==> src/rtl/ysyx_25020037_axi_arbiter.sv <==
// rtl/ysyx_25020037_axi_arbiter.sv - two-master (IFU, LSU) to one-slave AXI4 arbiter
//
// Grants one whole transaction at a time with fixed priority
// (LSU read > LSU write > IFU read), and routes the granted master's
// channels combinationally to the slave port.
//
// Ports:
//   clk, rst            core clock, asynchronous active-high reset
//   ifu_ar*, ifu_r*     IFU read-address / read-data channels (read-only master)
//   lsu_ar*, lsu_r*     LSU read-address / read-data channels
//   lsu_aw*, lsu_w*,    LSU write-address / write-data / write-response channels
//   lsu_b*
//   out_*               slave-side mirror of the LSU channels toward the SoC bus
module ysyx_25020037_axi_arbiter (
   input  logic        clk,
   input  logic        rst,
   // IFU AR / R
   input  logic        ifu_arvalid,
   output logic        ifu_arready,
   input  logic [31:0] ifu_araddr,
   input  logic [3:0]  ifu_arid,
   input  logic [7:0]  ifu_arlen,
   input  logic [2:0]  ifu_arsize,
   input  logic [1:0]  ifu_arburst,
   output logic        ifu_rvalid,
   input  logic        ifu_rready,
   output logic [31:0] ifu_rdata,
   output logic [1:0]  ifu_rresp,
   output logic        ifu_rlast,
   output logic [3:0]  ifu_rid,
   // LSU AR / R
   input  logic        lsu_arvalid,
   output logic        lsu_arready,
   input  logic [31:0] lsu_araddr,
   input  logic [3:0]  lsu_arid,
   input  logic [7:0]  lsu_arlen,
   input  logic [2:0]  lsu_arsize,
   input  logic [1:0]  lsu_arburst,
   output logic        lsu_rvalid,
   input  logic        lsu_rready,
   output logic [31:0] lsu_rdata,
   output logic [1:0]  lsu_rresp,
   output logic        lsu_rlast,
   output logic [3:0]  lsu_rid,
   // LSU AW / W / B
   input  logic        lsu_awvalid,
   output logic        lsu_awready,
   input  logic [31:0] lsu_awaddr,
   input  logic [3:0]  lsu_awid,
   input  logic [7:0]  lsu_awlen,
   input  logic [2:0]  lsu_awsize,
   input  logic [1:0]  lsu_awburst,
   input  logic        lsu_wvalid,
   output logic        lsu_wready,
   input  logic [31:0] lsu_wdata,
   input  logic [3:0]  lsu_wstrb,
   input  logic        lsu_wlast,
   output logic        lsu_bvalid,
   input  logic        lsu_bready,
   output logic [1:0]  lsu_bresp,
   output logic [3:0]  lsu_bid,
   // slave side
   output logic        out_awvalid,
   input  logic        out_awready,
   output logic [31:0] out_awaddr,
   output logic [3:0]  out_awid,
   output logic [7:0]  out_awlen,
   output logic [2:0]  out_awsize,
   output logic [1:0]  out_awburst,
   output logic        out_wvalid,
   input  logic        out_wready,
   output logic [31:0] out_wdata,
   output logic [3:0]  out_wstrb,
   output logic        out_wlast,
   input  logic        out_bvalid,
   output logic        out_bready,
   input  logic [1:0]  out_bresp,
   input  logic [3:0]  out_bid,
   output logic        out_arvalid,
   input  logic        out_arready,
   output logic [31:0] out_araddr,
   output logic [3:0]  out_arid,
   output logic [7:0]  out_arlen,
   output logic [2:0]  out_arsize,
   output logic [1:0]  out_arburst,
   input  logic        out_rvalid,
   output logic        out_rready,
   input  logic [31:0] out_rdata,
   input  logic [1:0]  out_rresp,
   input  logic        out_rlast,
   input  logic [3:0]  out_rid
);

   typedef enum logic [1:0] {IDLE, IFU_RD, LSU_RD, LSU_WR} state_t;

   state_t state, state_next;

   // Final handshake of the granted transaction; built from the master-side
   // ready of whichever master owns the grant.
   logic rd_done, wr_done;
   assign rd_done = out_rvalid & out_rlast &
                    (((state == IFU_RD) & ifu_rready) | ((state == LSU_RD) & lsu_rready));
   assign wr_done = (state == LSU_WR) & out_bvalid & lsu_bready;

   always_ff @(posedge clk or posedge rst) begin
      if (rst) state <= IDLE;
      else     state <= state_next;
   end

   always_comb begin
      state_next = state;
      case (state)
         IDLE: begin
            if      (lsu_arvalid) state_next = LSU_RD;
            else if (lsu_awvalid) state_next = LSU_WR;
            else if (ifu_arvalid) state_next = IFU_RD;
         end
         IFU_RD, LSU_RD: if (rd_done) state_next = IDLE;
         LSU_WR:         if (wr_done) state_next = IDLE;
         default:        state_next = IDLE;
      endcase
   end

   always_comb begin
      // everything not owned by the current grant is held at 0
      ifu_arready = 1'b0; ifu_rvalid = 1'b0; ifu_rdata = '0; ifu_rresp = '0; ifu_rlast = 1'b0; ifu_rid = '0;
      lsu_arready = 1'b0; lsu_rvalid = 1'b0; lsu_rdata = '0; lsu_rresp = '0; lsu_rlast = 1'b0; lsu_rid = '0;
      lsu_awready = 1'b0; lsu_wready = 1'b0; lsu_bvalid = 1'b0; lsu_bresp = '0; lsu_bid = '0;
      out_awvalid = 1'b0; out_awaddr = '0; out_awid = '0; out_awlen = '0; out_awsize = '0; out_awburst = '0;
      out_wvalid = 1'b0; out_wdata = '0; out_wstrb = '0; out_wlast = 1'b0; out_bready = 1'b0;
      out_arvalid = 1'b0; out_araddr = '0; out_arid = '0; out_arlen = '0; out_arsize = '0; out_arburst = '0;
      out_rready = 1'b0;
      case (state)
         IFU_RD: begin
            out_arvalid = ifu_arvalid; out_araddr = ifu_araddr; out_arid = ifu_arid;
            out_arlen = ifu_arlen; out_arsize = ifu_arsize; out_arburst = ifu_arburst;
            ifu_arready = out_arready;
            ifu_rvalid = out_rvalid; ifu_rdata = out_rdata; ifu_rresp = out_rresp;
            ifu_rlast = out_rlast; ifu_rid = out_rid;
            out_rready = ifu_rready;
         end
         LSU_RD: begin
            out_arvalid = lsu_arvalid; out_araddr = lsu_araddr; out_arid = lsu_arid;
            out_arlen = lsu_arlen; out_arsize = lsu_arsize; out_arburst = lsu_arburst;
            lsu_arready = out_arready;
            lsu_rvalid = out_rvalid; lsu_rdata = out_rdata; lsu_rresp = out_rresp;
            lsu_rlast = out_rlast; lsu_rid = out_rid;
            out_rready = lsu_rready;
         end
         LSU_WR: begin
            // AW and W pass independently; no pairing of their handshakes
            out_awvalid = lsu_awvalid; out_awaddr = lsu_awaddr; out_awid = lsu_awid;
            out_awlen = lsu_awlen; out_awsize = lsu_awsize; out_awburst = lsu_awburst;
            lsu_awready = out_awready;
            out_wvalid = lsu_wvalid; out_wdata = lsu_wdata; out_wstrb = lsu_wstrb; out_wlast = lsu_wlast;
            lsu_wready = out_wready;
            lsu_bvalid = out_bvalid; lsu_bresp = out_bresp; lsu_bid = out_bid;
            out_bready = lsu_bready;
         end
         default: ;
      endcase
   end

endmodule

==> config.mk <==
export PLATFORM = sky130hd
export DESIGN_NAME = ysyx_25020037_axi_arbiter
export DESIGN_NICKNAME = d
export VERILOG_FILES = /design/src/rtl/ysyx_25020037_axi_arbiter.sv
export SDC_FILE = /design/constraint.sdc
export NUM_CORES = 1
export LEC_CHECK = 0
export ABC_AREA = 1
export BUFFER_PORTS_ARGS = -buffer_cell sky130_fd_sc_hd__buf_4
export CORE_AREA = 2 2 183 185
export CTS_CLUSTER_DIAMETER = 50
export DETAILED_ROUTE_END_ITERATION = 10
export DIE_AREA = 0 0 185 187
export GPL_ROUTABILITY_DRIVEN = 0
export PLACE_DENSITY = 0.42
export SKIP_CTS_REPAIR_TIMING = 1
export SLEW_MARGIN = 20
export SYNTH_ARGS = -nofsm -noshare
export SYNTH_HDL_FRONTEND = slang
export SYNTH_SLANG_ARGS = --single-unit
==> constraint.sdc <==
create_clock -name clk -period 1.45 [get_ports clk]
set_input_delay 0.145 -clock clk [delete_from_list [all_inputs] [get_ports clk]]
set_output_delay 0.145 -clock clk [all_outputs]
set_load 0.02 [all_outputs]
# Yosys cells after proc, flatten, opt, wreduce, memory -nomap -nowiden
# Index checks and enable logic that the tools add are counted.
# op_classes
n_eq_ne,6
n_reduce_logical,3
n_bitwise,7
mux,41
# op_table
operator,count
2-to-1 mux 32 bit,4
one-hot mux 32 bit (2 select lines),1
2-to-1 mux 4 bit,5
2-to-1 mux 2 bit,9
one-hot mux 8 bit (2 select lines),1
2-to-1 mux 1 bit,13
2-to-1 mux 8 bit,1
one-hot mux 4 bit (2 select lines),1
AND 1 bit,6
one-hot mux 2 bit (3 select lines),1
one-hot mux 3 bit (2 select lines),1
== test 2 bit (second input constant),2
!= test 2 bit (second input constant),2
!= test 4 bit (second input constant),1
one-hot mux 1 bit (2 select lines),2
one-hot mux 2 bit (2 select lines),1
2-to-1 mux 3 bit,1
AND reduction 3 bit,1
== test 2 x 1 -> 1 bit (second input constant),1
logical NOT 2 bit,1
OR reduction 2 bit,1
OR 1 bit,1
# word_totals
out_inout_bits,231
ff_bits,2
inputBits,243
elab_cells,58

# Logic depth before layout (Yosys ltp)
# Gate-level depths: netlist of the first run.
# logic_depth
ltp_word,6
ltp_mapped,9

# Worst setup path after synthesis of the first run
# OpenSTA, ideal clock, no wires.
# synth_timing
kind,register to output
startpoint,register state[0]
endpoint,output port out_araddr[0]
setup_slack_ns,-0.035
path_stages_with_launch,6
arrival_time_ns,1.340
path_cell_list,dfrtp_1 > inv_1 > ha_1 > inv_2 > clkbuf_1 > a21oi_1
# synth_via
elab_chain_len,2
elab_cells_between_ends,3
# synth_rtl
element,line,source
"start, declared",96,"state_t state, state_next;"
"start signal, assigned",107,else state <= state_next;
== test 2 bit or == test 2 x 1 -> 1 bit (tied branches),133,case (state)
one-hot mux 32 bit (2 select lines) (*),133,
"end, declared",81,"output logic [31:0] out_araddr,"
# Every way passes the cells marked *; elsewhere a longest branch is shown, timed or not.

# Final worst setup path of the first run
# layout_timing
startpoint,register state[1]
endpoint,output port lsu_rdata[28]
# layout_via
elab_chain_len,2
# layout_rtl
element,line,source
== test 2 bit,133,
2-to-1 mux 32 bit,133,
"end, declared",41,"output logic [31:0] lsu_rdata,"
# Every way passes these cells.

==> metrics.txt, run 1 <==
Post-synth EDFFs 0; top-count cell post-synth nand2_1; clk slew on worst S/H paths about 0.03 ns; Hold WC Path Type in2reg; die area 34600 µm²; R2R Setup Slk -0.17 ns; ranking of synthesized cells by area nand2_1 44%, inv_1 28%, a21oi_1 10%; IO buf count 473; # IOs 474; final worst slack -0.304 ns; clock skew ~0.0009 ns; Synth top area share 43.9%; slowest stage delay, CP 0.40 ns; sequential area share after synthesis under 10%; Antenna Violating Nets Remaining 0; Worst-Skew Late Latency 0.22 ns; Req. time, crit path 1.31 ns; cells after synthesis 584; Net Count, Synth 832; static leakage 5.49 nW; Mean Syn Cell Area 4.29 µm²; largest area contributor in the netlist nand2_1; Nets 1338; CTS tree built; M2 GR Usage 18.7%; Max Transition Viols Final 0; met1 Track Usage GR 8.17%; Yosys Warn Count 0; DIE WIDTH roughly 190 µm; area growth from synthesis to layout 240%; Reg with most FFs state; Critical Path AT 1.61 ns; Setup crit start kind register; initial antenna violation count 0; Power Density 1400 nW/µm²; DP Wirelength 15.0 mm; DR vias/cell 3.47; cells along the critical path buf_6, ha_4, buf_6, buf_12, clkbuf_16, nand2_1, inv_1, buf_6; failing checks setup timing; largest net degree at the start of global routing 61; die height 187 µm; crit path time final 1.75 ns; Bufs and invs on worst path 6; core area 32900 µm²; Distinct cells, synth 14; post-layout instance area 8510 µm²; total of max-cap violations 0; max reg flops 2; DP Area 6680 µm²; Final Power 0.0119 W; WL per Instance 13.9 µm; CTS Root Cell clkbuf_16; drt pass-1 iters 4; Tightest Pin Transition 0.189 ns; biggest registers after layout state: 2 flops; GRT Resource Usage Total 8.78%; status finished with violations; most used cell along the critical path buf_6; met3 Usage GRT 1.95%; ant diodes 0; # DRC 0; dpl cells 1497; slowest cell on the critical path dfrtp_1; gr busiest metal met2; Crit path max-delay family buffers and inverters; total CTS buffers 3; Slew HR 87.4%; grt ovf 0; Post-Layout Cell Count 1536; number of global-route vias before repair 4633; CTS max path bufs 2; Core Rows 67; # H-tree levels 1; Via Count 5326; CTS sink cnt 2; unrepaired setup endpoints after global routing yes; CP Max Fanout 7; Fmax 0.570 GHz; final setup fails about 230; final hold viol count 0; layout cells sized above 1 67.5%; top cells by count, synth 293 x nand2_1, 188 x inv_1, 52 x a21oi_1, 16 x buf_6, 12 x buf_2; fin crit share 121%; DR iter-0 viols between 100 and 150; Synth Cell Area 2500 µm²; Post-synth ARST share 100%; worst vdd ir ~0.56 mV; CP Class reg2out; Final Routed Wirelength 21.3 mm; initial core utilization 7.62%; Primary FF master, synth dfrtp_1; Yosys reg bits 2; global-route wire length before repair 23.6 mm; Critical Path End Type output port
cells by family after synthesis:
family / synth area share (%)
and+or+nand+nor: 44.9
AOI/OAI and AO/OA: 10.7
DFF: 2.00
adders and majority gates: 2.50
buffers and inverters: 39.9
worst reg2reg max path: stages (launching register included):
cell and delay [ns]:
dfrtp_1 0.40, inv_2 0.11, ha_4 0.17, buf_12 0.16, buf_8 0.13, nand2_1 0.08
nand2_1 0.07, nand2_1 0.07, nand2_2 0.08, nand2_1 0.08, nand2_1 0.09, nand2_1 0.06
per-layer routing:
layer / wire length (µm) / vias to the layer above / part of all wire, %
met5: 0 / - / 0
met4: 237 / 0 / 1.1
met3: 1740 / 16 / 8.2
met2: 12300 / 291 / 58
met1: 7090 / 2409 / 33
li1: - / 2610 / -
final cells by class:
cell class                 count  area [µm²]
fill                        3630       24300
timing repair buffer         537        4980
multi-input combinational    356        2130
inverter                     190         716
tap                          448         561
clock buffer                   3        75.1
sequential                     2        50.0
power breakdown:
| group | switching (W) | total (W) | internal (W) |
|---|---|---|---|
| combinational | 0.00608 | 0.0114 | 0.00529 |
| clock | 0.0000641 | 0.000415 | 0.000351 |
| sequential | 0.0000223 | 0.000104 | 0.0000817 |
through the flow:
step           hold slack [ns]  setup TNS (ns)  setup slack [ns]  util, %
2_1_floorplan           -0.114           -1.53           -0.0353        -
3_3_place_gp            0.0151           -3.92            -0.146     20.3
5_1_grt                  0.328          -61.25            -0.341     25.9
4_1_cts                 -0.217          -55.05            -0.407     20.6
6_report                 0.282          -51.43            -0.304     25.9
3_5_place_dp            0.0138           -5.00            -0.140     20.3
path summary, 6_finish.rpt:
check / depth (start not counted) / start / to
max: 8 / state[1] / lsu_rdata[28]
min: 4 / lsu_arvalid / state[0]
max reg2reg: 11 / state[1] / state[0]
min reg2reg: 3 / state[1] / state[1]
max in group asynchronous: 3 / rst / state[0]
min in group asynchronous: 3 / rst / state[1]
layout by cell type (no fill, tap or decap), types with 2 or more instances in the layout:
| cell | n |
|---|---|
| a21oi_2 | 28 |
| ha_1 | 2 |
| dfrtp_1 | 2 |
| a21oi_4 | 4 |
| buf_6 | 98 |
| buf_12 | 17 |
| buf_4 | 397 |
| inv_2 | 62 |
| clkbuf_16 | 20 |
| inv_1 | 127 |
| nand3_1 | 2 |
| buf_8 | 6 |
| nor2_1 | 2 |
| nand2_1 | 197 |
| nand2_2 | 47 |
| a21oi_1 | 21 |
| nand2_4 | 48 |
| ha_4 | 3 |
Note: power is estimated with default switching activity, not from simulation.
==> inputs of run 2 (changes only) <==
- CELL_PAD_IN_SITES_DETAIL_PLACEMENT: not set -> 1
- CELL_PAD_IN_SITES_GLOBAL_PLACEMENT: not set -> 2
- CORE_AREA: 2 2 183 185 -> 2 2 182 184
- DIE_AREA: 0 0 185 187 -> 0 0 184 186
- PLACE_DENSITY: 0.42 -> 0.87
- SETUP_SLACK_MARGIN: not set -> 0.05
==> run 2 against run 1 <==
  * The flow still finishes with violations (setup timing)
  * Clock skew barely moved
  * Worst setup slack got worse by 0.040 ns
  * Non-clock buffer count fell by 21
  * Highest routed layer unchanged
  * Combinational power fell by 16%
  * Sequential share of layout area rose by 0.089 points
  * Flip-flop and latch count did not move
  * Largest cell class unchanged
  * Final cell count fell by 4.0%
  * Critical path depth did not move
  * Worst hold slack improved by 0.012 ns
  * Register-to-register slack got worse by 0.03 ns
  * Critical path type unchanged
  * First-iteration DRC count rose by 9.3%
==> metrics.txt, run 2 (same netlist as run 1, synthesis figures left out) <==
status finished with violations; failing checks setup timing; crit path time final 1.79 ns; GRT Resource Usage Total between 9 and 10%; M2 GR Usage 19.8%; DIE WIDTH 184 µm; clk slew on worst S/H paths 0.03 ns; commonest cells after routing, fill and taps aside 460 x buf_4, 277 x nand2_1, 183 x inv_1, 45 x a21oi_2, 32 x buf_6; CTS sink cnt 2; Filler cells 4132; WL per Instance 14.7 µm; drt pass-1 iters 4; Sw Share a little over half; CTS max path bufs 2; CTS tree built; most common cell after layout, fill and taps aside buf_4; total CTS buffers 3; Fmax 0.557 GHz; Worst-Skew Late Latency 0.22 ns; # DRC 0; Pint ~0.0046 W; final setup fails 233; unrepaired setup endpoints after global routing yes; Power Density 1360 nW/µm²; met1 Track Usage GR 10.4%; Setup crit start kind register; max reg flops 2; largest net degree at the start of global routing between 40 and 50; die area 34200 µm²; Slew HR 82.4%; CTS Root Cell clkbuf_16; Hold WC Path Type in2reg; IO buf count around 470; final worst slack -0.344 ns; R2R Setup Slk -0.20 ns; fin crit share 124%; global-route wire length before repair around 26 mm; gr busiest metal met2; worst slack, placed -0.141 ns; static leakage 5.00 nW; Nets 1317; initial antenna violation count 0; Net Switching 0.00544 W; Req. time, crit path 1.31 ns; DP Wirelength 17.0 mm; area growth from synthesis to layout 195%; CP Class reg2out; core area about 32000 µm²; met3 Usage GRT around 2.6%; clock share of power under 10%; sequential fraction of design power 1.0%; Critical Path End Type output port; DR iter-0 viols between 100 and 150; Antenna Violating Nets Remaining 0; CP Max Fanout 10; clock skew 0.000835 ns; # IOs 474; layout cells sized above 1 around 55%; Core Rows 66; biggest registers after layout state: 2 flops; Tightest Pin Transition 0.265 ns; Reg with most FFs state; initial core utilization under 10%; number of global-route vias before repair a little under 5000; grt ovf 0; Max Transition Viols Final 0; Final Routed Wirelength 21.7 mm; final hold viol count 0; Via Count just over 5000; die height 186 µm; Critical Path AT 1.65 ns; Comb pwr share 94.8%; total of max-cap violations 0; # H-tree levels 1; worst vdd ir roughly 0.93 mV; ant diodes 0; DR vias/cell 3.50; Final Power about 0.010 W
run 2: changes by cell type in the layout (fill, tap and decap cells not counted), moves of 13 or more:
| cell | change |
|---|---|
| buf_4 | +63 |
| nand2_4 | -47 |
| inv_2 | -56 |
| inv_1 | +56 |
| nand2_2 | -32 |
| nand2_1 | +80 |
| a21oi_2 | +17 |
| a21oi_1 | -13 |
| buf_6 | -66 |
run 2: worst max-delay path, cell delays in order, from the launching register on:
cell and delay, ns:
dfrtp_1 0.38, inv_2 0.08, buf_6 0.10, ha_4 0.16, buf_12 0.15, clkbuf_16 0.17, nand2_1 0.08, a21oi_2 0.17
buf_6 0.14
run 2: layout make-up:
class,count,area (µm²),area share (%)
Multi-Input combinational cell,356,1720,23.2
Inverter,190,716,9.68
Sequential cell,2,50.0,0.677
Timing Repair Buffer,516,4330,58.5
Tap cell,408,510,6.90
Clock buffer,3,75.1,1.02
run 2: stage by stage:
stage          hold slack, ns  util, %  cells  instance area, µm²  TNS, ns
2_1_floorplan          -0.114        -    584                2530    -1.53
3_3_place_gp           0.0131     20.5   1452                6590    -4.44
3_5_place_dp           0.0227     20.5   1452                6590    -6.25
4_1_cts                -0.211     20.7   1455                6670   -48.43
5_1_grt                 0.330     23.0   1475                7400   -63.73
6_report                0.294     23.0   1475                7400   -48.78
run 2: worst paths after layout:
check / from / end / depth (start not counted)
hold reg to reg: state[0] / state[0] / 3
hold / removal: lsu_arvalid / state[0] / 4
min in group asynchronous: rst / state[1] / 3
max in group asynchronous: rst / state[0] / 3
setup reg to reg: state[1] / state[0] / 12
setup / recovery: state[1] / out_arid[2] / 8
run 2: per-layer routing:
layer	vias to the layer above	wire, µm
met5	-	0
met4	0	179
met1	2342	7770
met3	9	1800
li1	2556	-
met2	261	11900
run 2: power groups by stage:
stage | clock (W) | combinational, W | sequential, W
4_1_cts | 0.000427 | 0.00795 | 0.0000947
5_1_grt | 0.000431 | 0.0102 | 0.000103
3_5_place_dp | 0 | 0.00792 | 0.0000952
3_3_place_gp | 0 | 0.00785 | 0.0000929
2_1_floorplan | 0 | 0.00431 | 0.000102
6_report | 0.000421 | 0.00952 | 0.000100
